**config.mk**
```make
export PLATFORM = sky130hd
export DESIGN_NAME = interfaz_memoria
export DESIGN_NICKNAME = d
export VERILOG_FILES = /design/src/rtl/interfaz_memoria_pkg.sv /design/src/rtl/interfaz_memoria_contador_espera.sv /design/src/rtl/interfaz_memoria.sv
export SDC_FILE = /design/constraint.sdc
export NUM_CORES = 1
export LEC_CHECK = 0
export BUFFER_PORTS_ARGS = -buffer_cell sky130_fd_sc_hd__buf_2
export CAP_MARGIN = 20
export CORE_MARGIN = 2
export CORE_UTILIZATION = 50
export CTS_BUF_LIST = sky130_fd_sc_hd__clkbuf_8
export CTS_CLUSTER_DIAMETER = 60
export DETAILED_ROUTE_END_ITERATION = 6
export PLACE_DENSITY = 0.79
export SYNTH_ARGS = -nofsm -noshare
export SYNTH_HDL_FRONTEND = slang
export SYNTH_SLANG_ARGS = --single-unit
```
**constraint.sdc**
```tcl
create_clock -name Reloj -period 2.83 [get_ports Reloj]
set_clock_uncertainty 0.2 [all_clocks]
set_input_delay 0.4245 -clock Reloj [delete_from_list [all_inputs] [get_ports Reloj]]
set_output_delay 0.4245 -clock Reloj [all_outputs]
set_load 0.05 [all_outputs]
```
**src/rtl/interfaz_memoria_pkg.sv**
```systemverilog
// -----------------------------------------------------------------------------
// interfaz_memoria_pkg
//   Shared definitions for the memory access sequencer and its users (the
//   control unit relies on the same state encoding for its handshake view).
//   - estado_t : 2-bit FSM state encoding
//   - default data/address widths, wait limit and wait-counter width
// -----------------------------------------------------------------------------
package interfaz_memoria_pkg;

    typedef enum logic [1:0] {
        REPOSO  = 2'd0,
        ACCESO  = 2'd1,
        ENTREGA = 2'd2,
        FALLO   = 2'd3
    } estado_t;

    localparam int ANCHO_DATOS_DEF   = 16;
    localparam int ANCHO_DIR_DEF     = 16;
    localparam int LIMITE_ESPERA_DEF = 15;
    localparam int ANCHO_CONT_DEF    = 4;

endpackage

```
**src/rtl/interfaz_memoria_contador_espera.sv**
```systemverilog
// -----------------------------------------------------------------------------
// contador_espera
//   Counts cycles spent waiting for the memory acknowledge.
//   Ports:
//     Reloj     in  clock, rising edge
//     Reiniciar in  asynchronous active-low reset (count -> 0)
//     Limpiar   in  synchronous clear (start of a new access)
//     Habilitar in  advance the count by one this cycle
//     Agotado   out count has reached LIMITE_ESPERA-1 (last allowed wait cycle)
//   The count saturates at LIMITE_ESPERA-1 so it can never wrap.
// -----------------------------------------------------------------------------
module contador_espera #(
    parameter int LIMITE_ESPERA = 15,
    parameter int ANCHO_CONT    = 4
) (
    input  logic Reloj,
    input  logic Reiniciar,
    input  logic Limpiar,
    input  logic Habilitar,
    output logic Agotado
);

    localparam logic [ANCHO_CONT-1:0] ULTIMO = ANCHO_CONT'(LIMITE_ESPERA - 1);

    logic [ANCHO_CONT-1:0] cuenta;

    always_ff @(posedge Reloj or negedge Reiniciar) begin
        if (!Reiniciar) begin
            cuenta <= '0;
        end else if (Limpiar) begin
            cuenta <= '0;
        end else if (Habilitar && (cuenta != ULTIMO)) begin
            cuenta <= cuenta + ANCHO_CONT'(1);
        end
    end

    assign Agotado = (cuenta == ULTIMO);

endmodule

```
**src/rtl/interfaz_memoria.sv**
```systemverilog
// -----------------------------------------------------------------------------
// interfaz_memoria
//   Bus-side memory access sequencer between the datapath (MAR/MDR) and the
//   external memory. Accepts one read or write at a time, drives the strobes,
//   waits for MemListo (bounded by LIMITE_ESPERA cycles) and reports the end of
//   the access with a one-cycle Listo pulse (plus Error on timeout).
//   Ports:
//     Reloj, Reiniciar            clock / async active-low reset
//     Solicitud, Escribir         request strobe and direction (sampled in REPOSO)
//     Direccion, DatoEscritura    address and write data from MAR/MDR
//     DatoLectura                 last successfully read word
//     Listo, Error                completion / timeout pulses (registered)
//     Ocupado                     1 whenever the FSM is not in REPOSO (decoded)
//     MemDir, MemDatoSal          address / write data to memory (registered)
//     MemLeer, MemEscribir        memory strobes (registered)
//     MemDatoEnt, MemListo        read data and acknowledge from memory
//   Handshake: a request is taken on the rising edge where Solicitud=1 and the
//   FSM is in REPOSO; anything on Solicitud while Ocupado=1 is dropped, so the
//   requester holds or re-issues its request until Ocupado falls.
// -----------------------------------------------------------------------------
module interfaz_memoria
    import interfaz_memoria_pkg::*;
#(
    parameter int ANCHO_DATOS   = ANCHO_DATOS_DEF,
    parameter int ANCHO_DIR     = ANCHO_DIR_DEF,
    parameter int LIMITE_ESPERA = LIMITE_ESPERA_DEF,
    parameter int ANCHO_CONT    = ANCHO_CONT_DEF
) (
    input  logic                   Reloj,
    input  logic                   Reiniciar,
    input  logic                   Solicitud,
    input  logic                   Escribir,
    input  logic [ANCHO_DIR-1:0]   Direccion,
    input  logic [ANCHO_DATOS-1:0] DatoEscritura,
    output logic [ANCHO_DATOS-1:0] DatoLectura,
    output logic                   Listo,
    output logic                   Error,
    output logic                   Ocupado,
    output logic [ANCHO_DIR-1:0]   MemDir,
    output logic [ANCHO_DATOS-1:0] MemDatoSal,
    output logic                   MemLeer,
    output logic                   MemEscribir,
    input  logic [ANCHO_DATOS-1:0] MemDatoEnt,
    input  logic                   MemListo
);

    // Current FSM state; kept as a named signal so checkers can bind to it.
    estado_t estado;

    logic limpiar;
    logic habilitar;
    logic agotado;

    // A new access always starts its wait count from zero.
    assign limpiar   = (estado == REPOSO) && Solicitud;
    // Only cycles that end without an acknowledge count as waiting.
    assign habilitar = (estado == ACCESO) && !MemListo;

    contador_espera #(
        .LIMITE_ESPERA (LIMITE_ESPERA),
        .ANCHO_CONT    (ANCHO_CONT)
    ) u_contador (
        .Reloj     (Reloj),
        .Reiniciar (Reiniciar),
        .Limpiar   (limpiar),
        .Habilitar (habilitar),
        .Agotado   (agotado)
    );

    assign Ocupado = (estado != REPOSO);

    always_ff @(posedge Reloj or negedge Reiniciar) begin
        if (!Reiniciar) begin
            estado      <= REPOSO;
            DatoLectura <= '0;
            Listo       <= 1'b0;
            Error       <= 1'b0;
            MemDir      <= '0;
            MemDatoSal  <= '0;
            MemLeer     <= 1'b0;
            MemEscribir <= 1'b0;
        end else begin
            case (estado)
                REPOSO: begin
                    if (Solicitud) begin
                        MemDir      <= Direccion;
                        MemLeer     <= ~Escribir;
                        MemEscribir <= Escribir;
                        if (Escribir) begin
                            MemDatoSal <= DatoEscritura;
                        end
                        estado <= ACCESO;
                    end
                end

                ACCESO: begin
                    // The acknowledge is checked first so that an ack arriving
                    // in the last allowed cycle still counts as a success.
                    if (MemListo) begin
                        MemLeer     <= 1'b0;
                        MemEscribir <= 1'b0;
                        MemDatoSal  <= '0;
                        if (MemLeer) begin
                            DatoLectura <= MemDatoEnt;
                        end
                        Listo  <= 1'b1;
                        Error  <= 1'b0;
                        estado <= ENTREGA;
                    end else if (agotado) begin
                        MemLeer     <= 1'b0;
                        MemEscribir <= 1'b0;
                        Listo       <= 1'b1;
                        Error       <= 1'b1;
                        estado      <= FALLO;
                    end
                end

                ENTREGA, FALLO: begin
                    Listo  <= 1'b0;
                    Error  <= 1'b0;
                    estado <= REPOSO;
                end

                default: begin
                    estado <= REPOSO;
                end
            endcase
        end
    end

endmodule

```
==> reports/qor.yml <==
outcome:
  status: "finished clean"
flow_run:
  drv_cap: 0
sta:
  rsz0062_at_grt: "false"
  finalSetupViolCount: 0
  finalHoldViolations: 0
  slew_violations: 0
  fin_crit_sh: 0.730
  tightest_slew_ns: 0.707
  tns_ns: 0
  layout_min_cycle_time_ns: 2.07
  fmax_mhz: 484
  relSlewSlack: 0.528
floorplanning:
  num_io_pins: 106
  row_count: 25
  fp.dieArea_um2: 5490
  core_um2: 4720
  die_w_um: 74.1
  die_h_um: 74.1
  start_util: 0.520
yosys:
  yosys.area.top_type: "dfrtp_1"
  synth.mux.area_fraction: 0.151
  synth-main-ff-cell: "dfrtp_1"
  ys_seq_area_frac: 0.591
  yosysWarnings: 0
  synth_xor_area_frac: 0
  synth.top_cell.area_share: 0.591
  synth_commonest_cells: "68 x nand2_1, 58 x dfrtp_1, 21 x inv_1"
  synthSimpleGateAreaFrac: 0.147
  yosysMostFrequentCell: "nand2_1"
  netlist_top_cells_area: "dfrtp_1 59%, nand2_1 10%, mux2i_1 7.7%"
  postSynthAreaPerCell_um2: 11.1
  async_flop_share: 1.00
  synth_nets: 277
  synth_top_family_by_area: "multiplexers"
  syn_area_um2: 2460
  synth-edff-count: 0
  yosys.cell_types.count: 31
  synthAdderAreaFrac: 0.0102
  syn_inst: 222
  synth_compound_area_frac: 0.0397
  ys_seq_elements: 58
worst_setup_path:
  worstSetupPathType: "flip-flop to primary output"
  critPathRequiredTime_ns: 2.21
  worstSetupStartpointType: "flip-flop"
  end_kind: "primary output"
  cp_max_fo: 14
  cp.arrival_ns: 1.44
placed_design:
  gp_congestion: 0.715
  io_buffers: 105
  place.detailed.hpwl_um: 3420
final_layout:
  nNetsFinal: 387
  drive_above_1_share: 0.421
  area_delta_synth_final_pct: 31.5
  antennaDiodeCount: 0
grt:
  antenna_found_initial: 0
  grt_max_degree: 30
  grt_pass1_wl_um: 7620
  gr-total-overflow: 0
  track_usage: 0.186
  grt_pass1_vias: 1743
clocking:
  clockBufferDepth: 2
  cts_tree: "yes"
  cts_buffers: 9
  htreeDepth: 3
  clkLatencyLatePin_ns: 0.32
  cts_root_buf: "clkbuf_8"
  clkTransAtPathRegs_ns: 0.06
  clock_sinks: 58
route:
  ant_nets: 0
  drt-wirelength-per-cell_um: 12.0
  wl_um: 4850
  drtIter0Drc: 86
  via_per_inst: 4.67
  firstDrtPassIters: 4
  vias: 1888
  drc: 0
min_path:
  min_path_type: "primary input to flip-flop"
[layer usage]
layer,GRT usage,share of wire,vias to the layer above
met3,0.0569,0.091,9
met4,0.103,0.016,0
li1,-,-,933
met1,0.238,0.46,862
met2,0.283,0.43,84
met5,0,0,-
[state kept, by name, summed over array words and instances (netlist names)]
register,cells
MemLeer,1
MemDir,16
estado,2
Error,1
DatoLectura,16
u_contador.cuenta,4
MemEscribir,1
Listo,1
MemDatoSal,16
[stage by stage]
step | area, um^2 | instances | utilization | worst slack, ns | hold WS (ns)
floorplan | 2460 | 222 | - | 1.08 | -0.0711
global placement | 3020 | 387 | 0.640 | 0.907 | 0.0386
CTS | 3230 | 404 | 0.684 | 0.757 | 0.0729
global route | 3230 | 404 | 0.684 | 0.708 | 0.0732
detailed placement | 3020 | 387 | 0.640 | 0.875 | 0.0384
finish | 3230 | 404 | 0.684 | 0.765 | 0.0882
[cell families (layout without fill, tap and decap cells)]
kind of cell / after synthesis / in the layout
buffers and inverters: 32 / 147
and+or+nand+nor: 82 / 82
adders and majority gates: 2 / 2
DFF: 58 / 58
AOI/OAI and AO/OA: 13 / 13
muxes: 35 / 35
[critical path: stages (launching register included)]
cell	delay, ns
dfrtp_1	0.54
or2_2	0.36
buf_2	0.22
[worst paths after layout]
kind | cells past startpoint | endpoint | startpoint | slack (ns)
max in group asynchronous | 3 | MemDir[9] | Reiniciar | 1.61
max | 2 | Ocupado | estado[0] | 0.76
min in group asynchronous | 2 | MemDatoSal[9] | Reiniciar | 0.25
min reg2reg | 2 | MemDir[8] | MemDir[8] | 0.28
max reg2reg | 3 | u_contador.cuenta[2] | estado[0] | 0.86
min | 3 | MemDir[8] | Direccion[8] | 0.09
[layout make-up]
class | count | area, um^2
sequential | 58 | 1450
multi-input combinational | 132 | 853
clock buffer | 11 | 151
fill | 349 | 1490
inverter | 21 | 78.8
tap | 67 | 83.8
clock inverter | 5 | 46.3
timing repair buffer | 110 | 566
[cells in the final DEF, fill, tap and decap left out, drive strengths merged]
cell           n
clkbuf        11
a21oi          2
clkinv         1
or3            1
dlygate4sd3    1
or3b           1
or4b           1
a211oi         2
o22ai          1
mux2          16
bufinv         1
and3           1
nand3          1
nand4b         1
o221ai         1
o211ai         1
inv           24
o21ai          4
nor3           1
nand2         68
buf          109
mux2i         19
dfrtp         58
nand2b         2
nor2b          1
nor3b          1
o31ai          1
nor2           1
o311ai         1
ha             2
nand3b         1
or2            1
[timing repair]
item                      4_1_cts  5_1_grt
gates resized for setup         0        0
buffers inserted                0        0
hold endpoints to repair       58        0
hold buffers                    1        0
Power is not shown: default switching activity piles up to over one toggle a cycle in this logic, so the estimate is an artifact.
